## src/rtl/sinepwm_multi_if.sv

```systemverilog
// Control and output bundle of the multi-channel sine PWM generator.
// The master side drives run/stop, frequency and amplitude; the slave side
// (the generator) returns the registered enable and the PWM pins.
interface sinepwm_multi_if #(
  parameter int CHANNELS = 3,
  parameter int PWM_BITS = 8
);
  logic                 enable;
  logic signed [31:0]   freq;
  logic [PWM_BITS-1:0]  amp;
  logic                 en;
  logic [CHANNELS-1:0]  pwm_out;

  modport master (output enable, freq, amp, input en, pwm_out);
  modport slave  (input enable, freq, amp, output en, pwm_out);
endinterface

```

## src/rtl/sinepwm_multi.sv

```systemverilog
// Multi-channel sine PWM generator. A 32-bit phase accumulator advances by a
// signed frequency word once per carrier period and addresses a full-wave sine
// ROM at CHANNELS equally spaced phase offsets. Each channel's duty is scaled
// by a run-time amplitude and loaded only on the last tick of the carrier
// period, so every PWM period is produced from one consistent duty value.
module sinepwm_multi #(
  parameter int          CHANNELS    = 3,
  parameter int          PWM_BITS    = 8,
  parameter int          TABLE_BITS  = 6,
  parameter int          DIVIDER     = 1000,
  parameter logic [31:0] START_PHASE = 32'h0
) (
  input logic           clk,
  input logic           rst,
  sinepwm_multi_if.slave bus
);

  localparam int PERIOD   = (1 << PWM_BITS) - 1;
  localparam int DEPTH    = 1 << TABLE_BITS;
  localparam int PRESC_W  = (DIVIDER > 1) ? $clog2(DIVIDER) : 1;
  localparam int AMP_MAX  = (1 << (PWM_BITS - 1)) - 1;
  localparam int PROD_W   = 2 * PWM_BITS + 1;

  localparam logic [PRESC_W-1:0]  PRESC_LAST = PRESC_W'(DIVIDER - 1);
  localparam logic [PWM_BITS-1:0] CNT_LAST   = PWM_BITS'(PERIOD - 1);
  localparam logic [PWM_BITS-1:0] MID        = PWM_BITS'(1 << (PWM_BITS - 1));

  // Rounded sine sample scaled to the signed half-range; evaluated only on
  // constant indices, so the table folds into a ROM.
  function automatic logic signed [PWM_BITS-1:0] sineEntry(input int i);
    real ang;
    real s;
    int  r;
    ang = 2.0 * 3.14159265358979323846 * real'(i) / real'(DEPTH);
    s   = $sin(ang) * real'(AMP_MAX);
    if (s >= 0.0) r = $rtoi(s + 0.5);
    else          r = -$rtoi(0.5 - s);
    return PWM_BITS'(r);
  endfunction

  // Phase offset of channel k: floor(k * 2^32 / CHANNELS).
  function automatic logic [31:0] chanOffset(input int k);
    return 32'((64'(k) << 32) / 64'(CHANNELS));
  endfunction

  logic signed [PWM_BITS-1:0] sineRom [DEPTH];

  logic [PRESC_W-1:0]  presc_q, presc_d;
  logic [PWM_BITS-1:0] cnt_q, cnt_d;
  logic [31:0]         phase_q, phase_d;
  logic [PWM_BITS-1:0] duty_q [CHANNELS];
  logic [PWM_BITS-1:0] duty_d [CHANNELS];
  logic [PWM_BITS-1:0] newDuty [CHANNELS];
  logic [CHANNELS-1:0] pwm_q, pwm_d;
  logic                en_q;

  logic tick;
  logic update;

  for (genvar i = 0; i < DEPTH; i++) begin : gRom
    assign sineRom[i] = sineEntry(i);
  end

  assign tick   = (presc_q == PRESC_LAST);
  assign update = tick && (cnt_q == CNT_LAST);

  // Candidate duty per channel from the current (pre-update) phase. The
  // product is floored by an arithmetic shift and re-centred on mid-scale.
  for (genvar k = 0; k < CHANNELS; k++) begin : gChan
    localparam logic [31:0] OFFSET = chanOffset(k);
    logic [TABLE_BITS-1:0] idx;
    logic signed [PROD_W-1:0] prod;
    assign idx  = TABLE_BITS'((phase_q + OFFSET) >> (32 - TABLE_BITS));
    assign prod = PROD_W'(sineRom[idx]) * PROD_W'($signed({1'b0, bus.amp}));
    assign newDuty[k] = MID + PWM_BITS'(prod >>> PWM_BITS);
  end

  // Next-state: prescaler, carrier, accumulator, duty latch and PWM compare.
  always_comb begin
    presc_d = tick ? '0 : presc_q + 1'b1;
    cnt_d   = cnt_q;
    if (tick) cnt_d = (cnt_q == CNT_LAST) ? '0 : cnt_q + 1'b1;
    phase_d = phase_q;
    duty_d  = duty_q;
    if (!bus.enable) begin
      for (int k = 0; k < CHANNELS; k++) duty_d[k] = '0;
    end else if (update) begin
      phase_d = phase_q + bus.freq;
      duty_d  = newDuty;
    end
    pwm_d = '0;
    for (int k = 0; k < CHANNELS; k++) pwm_d[k] = en_q && (cnt_q < duty_q[k]);
  end

  // State registers; reset overrides everything, including a mid-period state.
  always_ff @(posedge clk) begin
    if (rst) begin
      presc_q <= '0;
      cnt_q   <= '0;
      phase_q <= START_PHASE;
      duty_q  <= '{default: '0};
      pwm_q   <= '0;
      en_q    <= 1'b0;
    end else begin
      presc_q <= presc_d;
      cnt_q   <= cnt_d;
      phase_q <= phase_d;
      duty_q  <= duty_d;
      pwm_q   <= pwm_d;
      en_q    <= bus.enable;
    end
  end

  assign bus.en      = en_q;
  assign bus.pwm_out = pwm_q;

endmodule

```

## src/flat_wrapper.sv

```systemverilog
// flat-port wrapper written by rule: the top's interface ports become plain ports
module sinepwm_multi_flat 
#(
  parameter int          CHANNELS    = 3,
  parameter int          PWM_BITS    = 8,
  parameter int          TABLE_BITS  = 6,
  parameter int          DIVIDER     = 1000,
  parameter logic [31:0] START_PHASE = 32'h0
)
  (clk, rst, bus_enable, bus_freq, bus_amp, bus_en, bus_pwm_out);
  sinepwm_multi_if #(.CHANNELS(CHANNELS), .PWM_BITS(PWM_BITS)) bus_i ();
  input logic clk;
  input logic rst;
  input wire logic [$bits(bus_i.enable)-1:0] bus_enable;
  input wire logic [$bits(bus_i.freq)-1:0] bus_freq;
  input wire logic [$bits(bus_i.amp)-1:0] bus_amp;
  output wire logic [$bits(bus_i.en)-1:0] bus_en;
  output wire logic [$bits(bus_i.pwm_out)-1:0] bus_pwm_out;
  assign bus_i.enable = bus_enable;
  assign bus_i.freq = bus_freq;
  assign bus_i.amp = bus_amp;
  assign bus_en = bus_i.en;
  assign bus_pwm_out = bus_i.pwm_out;
  sinepwm_multi #(.CHANNELS(CHANNELS), .PWM_BITS(PWM_BITS), .TABLE_BITS(TABLE_BITS), .DIVIDER(DIVIDER), .START_PHASE(START_PHASE)) u_core (.clk(clk), .rst(rst), .bus(bus_i));
endmodule
```

## config.mk

```make
export PLATFORM = sky130hd
export DESIGN_NAME = sinepwm_multi_flat
export DESIGN_NICKNAME = d
export VERILOG_FILES = /design/src/rtl/sinepwm_multi_if.sv /design/src/rtl/sinepwm_multi.sv /design/src/flat_wrapper.sv
export SDC_FILE = /design/constraint.sdc
export NUM_CORES = 1
export LEC_CHECK = 0
export BUFFER_PORTS_ARGS = -buffer_cell sky130_fd_sc_hd__buf_2
export CORE_MARGIN = 3
export CORE_UTILIZATION = 35
export DETAILED_ROUTE_END_ITERATION = 10
export PLACE_DENSITY = 0.49
export SLEW_MARGIN = 20
export SYNTH_ARGS = -nofsm -noshare
export SYNTH_HDL_FRONTEND = slang
export SYNTH_SLANG_ARGS = --single-unit
```

## constraint.sdc

```tcl
create_clock -name clk -period 9.2 [get_ports clk]
set_clock_uncertainty 0.15 [all_clocks]
set_input_delay 0 -clock clk [delete_from_list [all_inputs] [get_ports clk]]
set_output_delay 0 -clock clk [all_outputs]
set_load 0.1 [all_outputs]
```

==> impl_metrics.tcl, run 1 <==
set metrics [dict create \
    synth_cells 1793 \
    avgSynthCellArea_um2 7.70 \
    ys_types 91 \
    core_mm2 0.0388 \
    antenna_found_initial 2 \
    relSlewSlack_pct 29.6 \
    synth_seq_cells 78 \
    status "finished clean" \
    peakVddDrop_mv 0.0735 \
    via_count 12566 \
    tightest_slew_ns 1.06 \
    remaining_drc_errors 0 \
    numPortBuffers 46 \
    synth-simple-area-share_pct 22.5 \
    yosysWarnings 0 \
    path_class "register to register" \
    final_cell_mix "198 x inv_1, 190 x nand2_1, 185 x ha_1, 162 x nor2_1, 112 x a21oi_1" \
    synth_area_mm2 0.0138 \
    synthFlopType "dfxtp_1" \
    period_needed_ns 8.48 \
    drt_iter0_drc 579 \
    root_buffer "clkbuf_16" \
    start_util_pct 35.5 \
    crit_fanout 12 \
    synth_compound_area_share_pct 20.7 \
    cts_max_path_buffers 2 \
    die_x_um 205 \
    grt_setup_unrepaired "false" \
    htreeDepth 3 \
    max_stage_delay_ns 0.56 \
    grt_first_pass_wirelength_mm 65.2 \
    drt-total-wl_mm 38.8 \
    async_reset_ff_share_pct 0 \
    synthMuxAreaShare_pct 1.22 \
    viasPerCell 5.40 \
    grt_max_degree 49 \
    end_kind "register" \
    pin_count 47 \
    arrival_ns 8.62 \
    synth_xor_area_share_pct 4.17 \
    grt_usage_pct 19.1 \
    area_growth_pct 8.32 \
    cts_sinks 78 \
    pre_cts_ws_ns 0.843 \
    n_fill_cell 4146 \
    setup_viol 0 \
    detail-route-antenna-nets 0 \
    cts_tree "built" \
    start_kind "register" \
    p_leak_nw 6.81 \
    nets 2140 \
    synthAdderAreaFrac_pct 32.2 \
    fin_crit_sh_pct 92.1 \
    drive_above_1_share_pct 7.40 \
    hold_viol 0 \
    first_pass_iters 5 \
    grt_pass1_vias 12581 \
    fmax_ghz 0.118 \
    drv_slew 0 \
    path_clk_slew_ns 0.07 \
    place.gp.congestion 0.857 \
    synth_top_family_by_area "adder cells" \
    rows 72 \
    die-area_mm2 0.0418 \
    worstSkewPairLatency_ns 0.35 \
    hold_path.class "input pin to register" \
    cp_slowest_cell "a2111oi_2" \
    grt_overflow_total 0 \
    cp.required_ns 9.34 \
    dp_hpwl_mm 30.1 \
    tns_ns 0 \
    synth-edff-count 0 \
    syn_nets 2127 \
    cap_viol_max_count 0 \
    die_h_um 205 \
    setup_ws_ns 0.723 \
    seq_area_frac_synth_pct 11.3 \
    cts_buffers 9 \
    antenna_cells 0 \
    p_per_area_mw_per_mm2 68.1 \
    avgRoutedWirePerCell_um 16.7 \
    layout_commonest_cell "inv_1" \
]
cell usage after synthesis, types with 10 or more instances:
master      n  area, um2
a211oi_1   31        233
a21o_1     24        180
a21oi_1   112        561
and2_1     82        513
and3_1     16        100
buf_2      16       80.1
clkbuf_1   54        203
dfxtp_1    78       1560
fa_1      106       2120
ha_1      185       2310
inv_1     198        743
nand2_1   190        713
nand2b_1   24        150
nand3_1    37        185
nor2_1    163        612
nor2b_1    12       75.1
nor3_1     62        310
nor4_1     11       68.8
o211ai_1   15        113
o21a_1     17        128
o21ai_0    76        380
o21ai_1    10       50.1
o22ai_1    10       62.6
or3_1      10       62.6
xnor2_1    39        342
xor2_1     23        201
logic make-up (layout without fill, tap and decap cells):
| group | after synthesis | count (layout) |
|---|---|---|
| adder cells (fa/ha/maj) | 291 | 291 |
| AND/OR/NAND/NOR | 647 | 647 |
| multiplexers | 14 | 14 |
| buffers and inverters | 284 | 302 |
| AO/OA/AOI/OAI | 415 | 415 |
| flip-flops | 78 | 78 |
| XOR/XNOR | 64 | 64 |
what timing repair did:
item,4_1_cts,5_1_grt
endpoints found under the setup margin,0,0
hold buffers,5,0
resized for setup,0,0
endpoints found under the hold margin,5,0
buffers inserted,0,0
final timing paths:
check	startpoint	slack [ns]	to	cells past startpoint
max	u_core.phase_q[1]$_SDFFE_PP0P_	0.72	u_core.duty_q[15]$_SDFFE_PP0P_	31
min	bus_freq[7]	0.01	u_core.phase_q[7]$_SDFFE_PP0P_	5
max reg2reg	u_core.phase_q[1]$_SDFFE_PP0P_	0.72	u_core.duty_q[15]$_SDFFE_PP0P_	31
min reg2reg	u_core.duty_q[19]$_SDFFE_PP0P_	0.30	u_core.duty_q[19]$_SDFFE_PP0P_	2
final cells by class:
class	count	area (um2)	area share, %
clock inverter	6	70.1	0.469
timing repair buffer	83	520	3.48
multi-input combinational	1431	11100	74.6
sequential	78	1560	10.4
clock buffer	10	239	1.60
tap	518	648	4.34
inverter	203	762	5.10
layer usage:
layer	up-vias	part of all wire [%]	wire (um)	GRT usage [%]
met5	-	0.018	7	0
met4	2	1.4	559	4.18
met3	39	3.7	1450	2.30
met2	243	45	17400	30.8
met1	6066	50	19400	27.3
li1	6216	-	-	-
state kept, by name, indices dropped and copies added (netlist names):
signal,cells
u_core.bus.en,1
u_core.bus.pwm_out,3
u_core.cnt_q,8
u_core.duty_q,24
u_core.phase_q,32
u_core.presc_q,10
where the power goes:
| part | switching, W | internal (W) | total [W] |
|---|---|---|---|
| clock network | 0.000161 | 0.000220 | 0.000380 |
| registers | 0.00000144 | 0.000339 | 0.000340 |
| logic | 0.000174 | 0.000123 | 0.000297 |
| total | 0.000336 | 0.000681 | 0.00102 |
critical path, delay by kind of cell (launching register included):
| kind | cells | cell delay [ns] |
|---|---|---|
| flip-flops | 1 | 0.37 |
| adder cells (fa/ha/maj) | 6 | 2.65 |
| buffers and inverters | 5 | 0.43 |
| XOR/XNOR | 3 | 0.84 |
| AND/OR/NAND/NOR | 4 | 0.50 |
| AO/OA/AOI/OAI | 13 | 3.45 |
metrics by stage:
step / util (%) / instances / area [um2] / power (W) / hold slack [ns]
2_1_floorplan: - / 1793 / 13800 / 0.000567 / 0.0982
3_3_place_gp: 37.6 / 2308 / 14600 / 0.000645 / 0.246
3_5_place_dp: 37.6 / 2308 / 14600 / 0.000645 / 0.247
4_1_cts: 38.5 / 2329 / 14900 / 0.00104 / 0.00664
5_1_grt: 38.5 / 2329 / 14900 / 0.00109 / 0.0517
6_report: 38.5 / 2329 / 14900 / 0.00102 / 0.0148
No activity file was read; power rests on OpenSTA's default activity.
==> inputs of run 2 (changes only) <==
--- a/config.mk
+++ b/config.mk
@@ -5,11 +5,11 @@
 export SDC_FILE = /design/constraint.sdc
 export NUM_CORES = 1
 export LEC_CHECK = 0
-export BUFFER_PORTS_ARGS = -buffer_cell sky130_fd_sc_hd__buf_2
 export CORE_MARGIN = 3
 export CORE_UTILIZATION = 35
 export DETAILED_ROUTE_END_ITERATION = 10
-export PLACE_DENSITY = 0.49
+export DONT_BUFFER_PORTS = 1
+export PLACE_DENSITY = 0.48
 export SLEW_MARGIN = 20
 export SYNTH_ARGS = -nofsm -noshare
 export SYNTH_HDL_FRONTEND = slang
==> constraint.sdc (replaced) <==
create_clock -name clk -period 8.26 [get_ports clk]
set_clock_uncertainty 0.15 [all_clocks]
set_input_delay 0 -clock clk [delete_from_list [all_inputs] [get_ports clk]]
set_output_delay 0 -clock clk [all_outputs]
set_load 0.1 [all_outputs]
==> run 2 against run 1 <==
  * Sequential power up 12%
  * Final area up 1.7%
  * Via count about the same
  * Worst setup slack worse by 0.24 ns
  * Total power up 12%
  * Hold slack better by 0.0067 ns
  * Register-to-register slack worse by 0.24 ns
  * Cell count down 0.13%
  * Critical path depth unchanged
  * Sequential cell count unchanged
  * Global-route usage up 0.098 points
  * Die area unchanged
  * Largest cell class unchanged
  * Largest power group unchanged
==> impl_metrics.tcl, run 2 (same netlist as run 1, synthesis figures left out) <==
set metrics [dict create \
    antenna_found_initial 0 \
    max_stage_delay_ns 0.53 \
    grt_overflow_total 0 \
    first_pass_iters 5 \
    relSlewSlack_pct 25.9 \
    htreeDepth 3 \
    hp-start "bus_freq[18]" \
    path_class "register to register" \
    p_leak_nw 6.85 \
    hold_depth 4 \
    worstSkewPairLatency_ns 0.36 \
    crit_family "adder cells" \
    power_frac_comb_pct 28.1 \
    peakVddDrop_mv 0.163 \
    largest_reg_flops 32 \
    die_h_um 205 \
    reg2reg_depth 31 \
    top_register "u_core.phase_q" \
    cap_viol_max_count 0 \
    nets 2138 \
    fin_crit_sh_pct 94.2 \
    avgRoutedWirePerCell_um 16.8 \
    drive_above_1_share_pct 6.31 \
    die-area_mm2 0.0418 \
    cts_tree "built" \
    cp.required_ns 8.39 \
    die_x_um 205 \
    tightest_slew_ns 1.11 \
    arrival_ns 7.91 \
    internal_power_w 0.000790 \
    cp_slowest_cell "fa_1" \
    remaining_drc_errors 0 \
    core_mm2 0.0388 \
    p_per_area_mw_per_mm2 75.2 \
    place.gp.congestion 0.863 \
    reg2reg_to "u_core.duty_q[15]$_SDFFE_PP0P_" \
    period_needed_ns 7.78 \
    area_growth_pct 10.2 \
    seq_power_share_pct 33.3 \
    root_buffer "clkbuf_16" \
    hold_path.class "input pin to register" \
    fmax_ghz 0.128 \
    crit_fanout 12 \
    viasPerCell 5.41 \
    drt-total-wl_mm 39.1 \
    final_cell_mix "198 x inv_1, 190 x nand2_1, 184 x ha_1, 162 x nor2_1, 112 x a21oi_1" \
    antenna_cells 0 \
    dp_hpwl_mm 30.4 \
    path_clk_slew_ns 0.07 \
    drv_slew 0 \
    grt_max_degree 49 \
    tns_ns 0 \
    grt_first_pass_wirelength_mm 65.2 \
    grt_usage_pct 19.2 \
    rows 72 \
    status "finished clean" \
    end_kind "register" \
    swShare_pct 30.9 \
    detail-route-antenna-nets 0 \
    top_regs "u_core.phase_q: 32 flops, u_core.duty_q: 24 flops, u_core.presc_q: 10 flops" \
    clkPwrFrac_pct 38.6 \
    r2r_slack_ns 0.48 \
    numPortBuffers 0 \
    pin_count 47 \
    setup_viol 0 \
    reg2reg_from "u_core.phase_q[1]$_SDFFE_PP0P_" \
    start_util_pct 35.5 \
    hold_viol 0 \
    grt_pass1_vias 12383 \
    cts_buffers 9 \
    via_count 12573 \
    final_core_util_pct 39.2 \
    start_kind "register" \
    crit_buf_inv 6 \
    holdPathEnd "u_core.phase_q[19]$_SDFFE_PP0P_" \
    cts_max_path_buffers 2 \
    switching_power_w 0.000353 \
    cts_sinks 78 \
    layout_commonest_cell "inv_1" \
    drt_iter0_drc 785 \
]
==> run 2: cell type report <==
class | count | area, um2
sequential | 78 | 1560
clock buffer | 10 | 239
tap | 518 | 648
timing repair buffer | 81 | 691
inverter | 203 | 762
fill | 4039 | 23600
clock inverter | 5 | 82.6
multi-input combinational | 1431 | 11200
==> run 2: metrics by stage <==
step           instances  worst slack (ns)  power (W)  hold WS [ns]  instance area (um2)
2_1_floorplan       1793             0.818   0.000632        0.0982                13800
3_3_place_gp        2281             0.338   0.000697       -0.0735                14500
3_5_place_dp        2281             0.286   0.000698       -0.0702                14500
4_1_cts             2325             0.238    0.00116       0.00396                15100
5_1_grt             2326          -0.00587    0.00123        0.0594                15200
6_report            2326             0.478    0.00114        0.0216                15200
==> run 2: tightest hold or removal path: stages <==
cell	delay (ns)
ha_1	0.21
a21oi_1	0.07
o2111ai_1	0.10
a31oi_1	0.08
==> run 2: routing by layer <==
| metal | GRT usage [%] | vias up | wire length (um) |
|---|---|---|---|
| met5 | 0 | - | 0 |
| met4 | 3.81 | 0 | 416 |
| met3 | 2.45 | 30 | 1780 |
| met2 | 31.7 | 291 | 18100 |
| met1 | 26.9 | 6030 | 18800 |
| li1 | - | 6222 | - |
==> run 2: how the worst max path moves through the flow <==
| stage | startpoint | endpoint | slack, ns | cells past startpoint |
|---|---|---|---|---|
| after floorplan | u_core.phase_q[26]$_SDFFE_PP0P_ | u_core.duty_q[15]$_SDFFE_PP0P_ | 0.82 | 32 |
| after global placement | u_core.phase_q[1]$_SDFFE_PP0P_ | u_core.duty_q[15]$_SDFFE_PP0P_ | 0.34 | 29 |
| after detailed placement | u_core.phase_q[17]$_SDFFE_PP0P_ | u_core.duty_q[15]$_SDFFE_PP0P_ | 0.29 | 27 |
| after CTS | u_core.phase_q[17]$_SDFFE_PP0P_ | u_core.duty_q[15]$_SDFFE_PP0P_ | 0.24 | 27 |
| after global routing | u_core.phase_q[1]$_SDFFE_PP0P_ | u_core.duty_q[15]$_SDFFE_PP0P_ | -0.006 | 30 |
| final | u_core.phase_q[1]$_SDFFE_PP0P_ | u_core.duty_q[15]$_SDFFE_PP0P_ | 0.48 | 31 |
==> run 2: timing repair <==
| item | CTS | global route |
|---|---|---|
| endpoints found under the setup margin | 0 | 3 |
| hold buffers | 29 | 0 |
| resized for setup | 0 | 14 |
| setup buffers | 0 | 1 |
| hold endpoints to repair | 70 | 0 |
==> run 2: power groups by stage <==
stage | clock, W | sequential, W | combinational [W]
floorplan | 0 | 0.000389 | 0.000243
global placement | 0 | 0.000390 | 0.000307
detailed placement | 0 | 0.000390 | 0.000308
CTS | 0.000455 | 0.000381 | 0.000327
global route | 0.000471 | 0.000381 | 0.000375
finish | 0.000441 | 0.000381 | 0.000321
==> inputs of run 3 (changes only) <==
==> constraint.sdc (replaced) <==
create_clock -name clk -period 8 [get_ports clk]
set_clock_uncertainty 0.15 [all_clocks]
set_input_delay 0 -clock clk [delete_from_list [all_inputs] [get_ports clk]]
set_output_delay 0 -clock clk [all_outputs]
set_load 0.1 [all_outputs]
==> run 3 against run 2 <==
  * Sequential share of layout area is 0.13 points lower
  * Die area unchanged
  * Count of clock-buffer cells in the layout rose by 1
  * Sequential cell count is the same
  * Via count up 0.23%
  * Combinational power grew 2%
  * Core utilization grew 0.54 points
  * Wire length grew 3.2%
==> impl_metrics.tcl, run 3 (same netlist as run 1, synthesis figures left out) <==
set metrics [dict create \
    final_core_util_pct 39.7 \
    remaining_drc_errors 0 \
    arrival_ns 7.77 \
    place.gp.congestion 0.876 \
    via_count 12602 \
    cp_slowest_cell "fa_1" \
    fin_area_mm2 0.0154 \
    power_frac_comb_pct 28.5 \
    detail-route-antenna-nets 0 \
    cts_sinks 78 \
    hold_viol 0 \
    grt_overflow_total 0 \
    tightest_slew_ns 1.13 \
    viasPerCell 5.38 \
    cap_viol_max_count 0 \
    die_h_um 205 \
    end_kind "register" \
    drt-total-wl_mm 40.3 \
    reg2reg_to "u_core.duty_q[15]$_SDFFE_PP0P_" \
    first_pass_iters 5 \
    fin_crit_sh_pct 95.4 \
    die-area_mm2 0.0418 \
    cts_tree "built" \
    nets 2154 \
    relSlewSlack_pct 24.6 \
    fmax_ghz 0.131 \
    root_buffer "clkbuf_16" \
    final_cell_mix "196 x inv_1, 190 x nand2_1, 183 x ha_1, 160 x nor2_1, 111 x a21oi_1" \
    pin_count 47 \
    grt_setup_unrepaired "true" \
    cts_buffers 9 \
    antenna_cells 0 \
    placed_cells 2290 \
    start_util_pct 35.5 \
    cts_max_path_buffers 2 \
    tns_ns 0 \
    largest_reg_flops 32 \
    numPortBuffers 0 \
    drt_iter0_drc 660 \
    top_register "u_core.phase_q" \
    grt_first_pass_wirelength_mm 67.0 \
    rows 72 \
    max_stage_delay_ns 0.54 \
    antenna_found_initial 0 \
    reg2reg_from "u_core.phase_q[4]$_SDFFE_PP0P_" \
    path_clk_slew_ns 0.07 \
    hold_depth 5 \
    avgRoutedWirePerCell_um 17.2 \
    holdPathEnd "u_core.phase_q[2]$_SDFFE_PP0P_" \
    reg2reg_depth 29 \
    hp-start "bus_freq[2]" \
    finalNonFillerCells 2343 \
    seq_power_share_pct 34.2 \
    dpl-instance-area_mm2 0.0146 \
    peakVddDrop_mv 0.0986 \
    die_x_um 205 \
    status "finished clean" \
    switching_power_w 0.000366 \
    htreeDepth 3 \
    period_needed_ns 7.64 \
    drv_slew 0 \
    crit_fanout 23 \
    whs_ns 0.0234 \
    dp_hpwl_mm 31.1 \
    layout_commonest_cell "inv_1" \
    internal_power_w 0.000784 \
    core_mm2 0.0388 \
    top_regs "u_core.phase_q: 32 flops, u_core.duty_q: 24 flops, u_core.presc_q: 10 flops" \
    cp.required_ns 8.14 \
    grt_usage_pct 19.7 \
    start_kind "register" \
    p_per_area_mw_per_mm2 74.7 \
    drive_above_1_share_pct 8.16 \
    worstSkewPairLatency_ns 0.36 \
    grt_pass1_vias 12737 \
    area_growth_pct 11.7 \
    r2r_slack_ns 0.36 \
    p_leak_nw 6.94 \
    clkPwrFrac_pct 37.3 \
    hold_path.class "input pin to register" \
    grt_max_degree 49 \
    setup_viol 0 \
    swShare_pct 31.8 \
    path_class "register to register" \
]
-- run 3: power by group through the flow --
stage	sequential (W)	combinational, W	clock, W
after detailed placement	0.000402	0.000311	0
after global routing	0.000394	0.000379	0.000456
after CTS	0.000394	0.000331	0.000445
final	0.000394	0.000328	0.000429
after floorplan	0.000402	0.000251	0
after global placement	0.000402	0.000312	0
-- run 3: what timing repair did --
item,CTS,global route
endpoints found under the setup margin,1,8
hold buffers,28,0
buffers inserted,0,9
endpoints found under the hold margin,71,0
pin swaps,0,9
resized for setup,1,38
-- run 3: worst max-delay path, delay by kind of cell, from the launching register on --
| kind | cells | cell delay [ns] |
|---|---|---|
| flops | 1 | 0.35 |
| compound gates | 12 | 3.20 |
| fa+ha+maj | 5 | 2.33 |
| simple gates | 5 | 0.78 |
| buf+inv | 5 | 0.44 |
| xor+xnor | 2 | 0.33 |
-- run 3: area by class of cell --
class                   instances  area [um2]
inverters                     203         762
well taps                     518         648
fillers                      4079       23400
repair buffers                 97         828
flip-flops and latches         78        1560
clock buffers                  11         243
clock inverters                 5        58.8
multi-input cells            1431       11300
-- run 3: metrics by stage --
| step | worst slack, ns | power (W) |
|---|---|---|
| 2_1_floorplan | 0.558 | 0.000652 |
| 3_3_place_gp | 0.0420 | 0.000714 |
| 3_5_place_dp | 0.0692 | 0.000713 |
| 4_1_cts | 0.0114 | 0.00117 |
| 5_1_grt | -0.0580 | 0.00123 |
| 6_report | 0.365 | 0.00115 |
-- run 3: layer usage --
layer	up-vias	wire length, um	GRT usage [%]
met5	-	0	0
met4	0	422	3.91
met3	30	1410	2.64
met2	220	18600	32.4
met1	6107	19900	27.8
li1	6245	-	-
-- run 3: worst max path at each step --
stage | endpoint | cells past startpoint | slack, ns | startpoint
2_1_floorplan | u_core.duty_q[15]$_SDFFE_PP0P_ | 32 | 0.56 | u_core.phase_q[26]$_SDFFE_PP0P_
3_3_place_gp | u_core.duty_q[15]$_SDFFE_PP0P_ | 29 | 0.04 | u_core.phase_q[1]$_SDFFE_PP0P_
3_5_place_dp | u_core.duty_q[15]$_SDFFE_PP0P_ | 29 | 0.07 | u_core.phase_q[1]$_SDFFE_PP0P_
4_1_cts | u_core.duty_q[15]$_SDFFE_PP0P_ | 31 | 0.01 | u_core.phase_q[1]$_SDFFE_PP0P_
5_1_grt | u_core.duty_q[15]$_SDFFE_PP0P_ | 29 | -0.06 | u_core.phase_q[1]$_SDFFE_PP0P_
6_report | u_core.duty_q[15]$_SDFFE_PP0P_ | 29 | 0.36 | u_core.phase_q[4]$_SDFFE_PP0P_
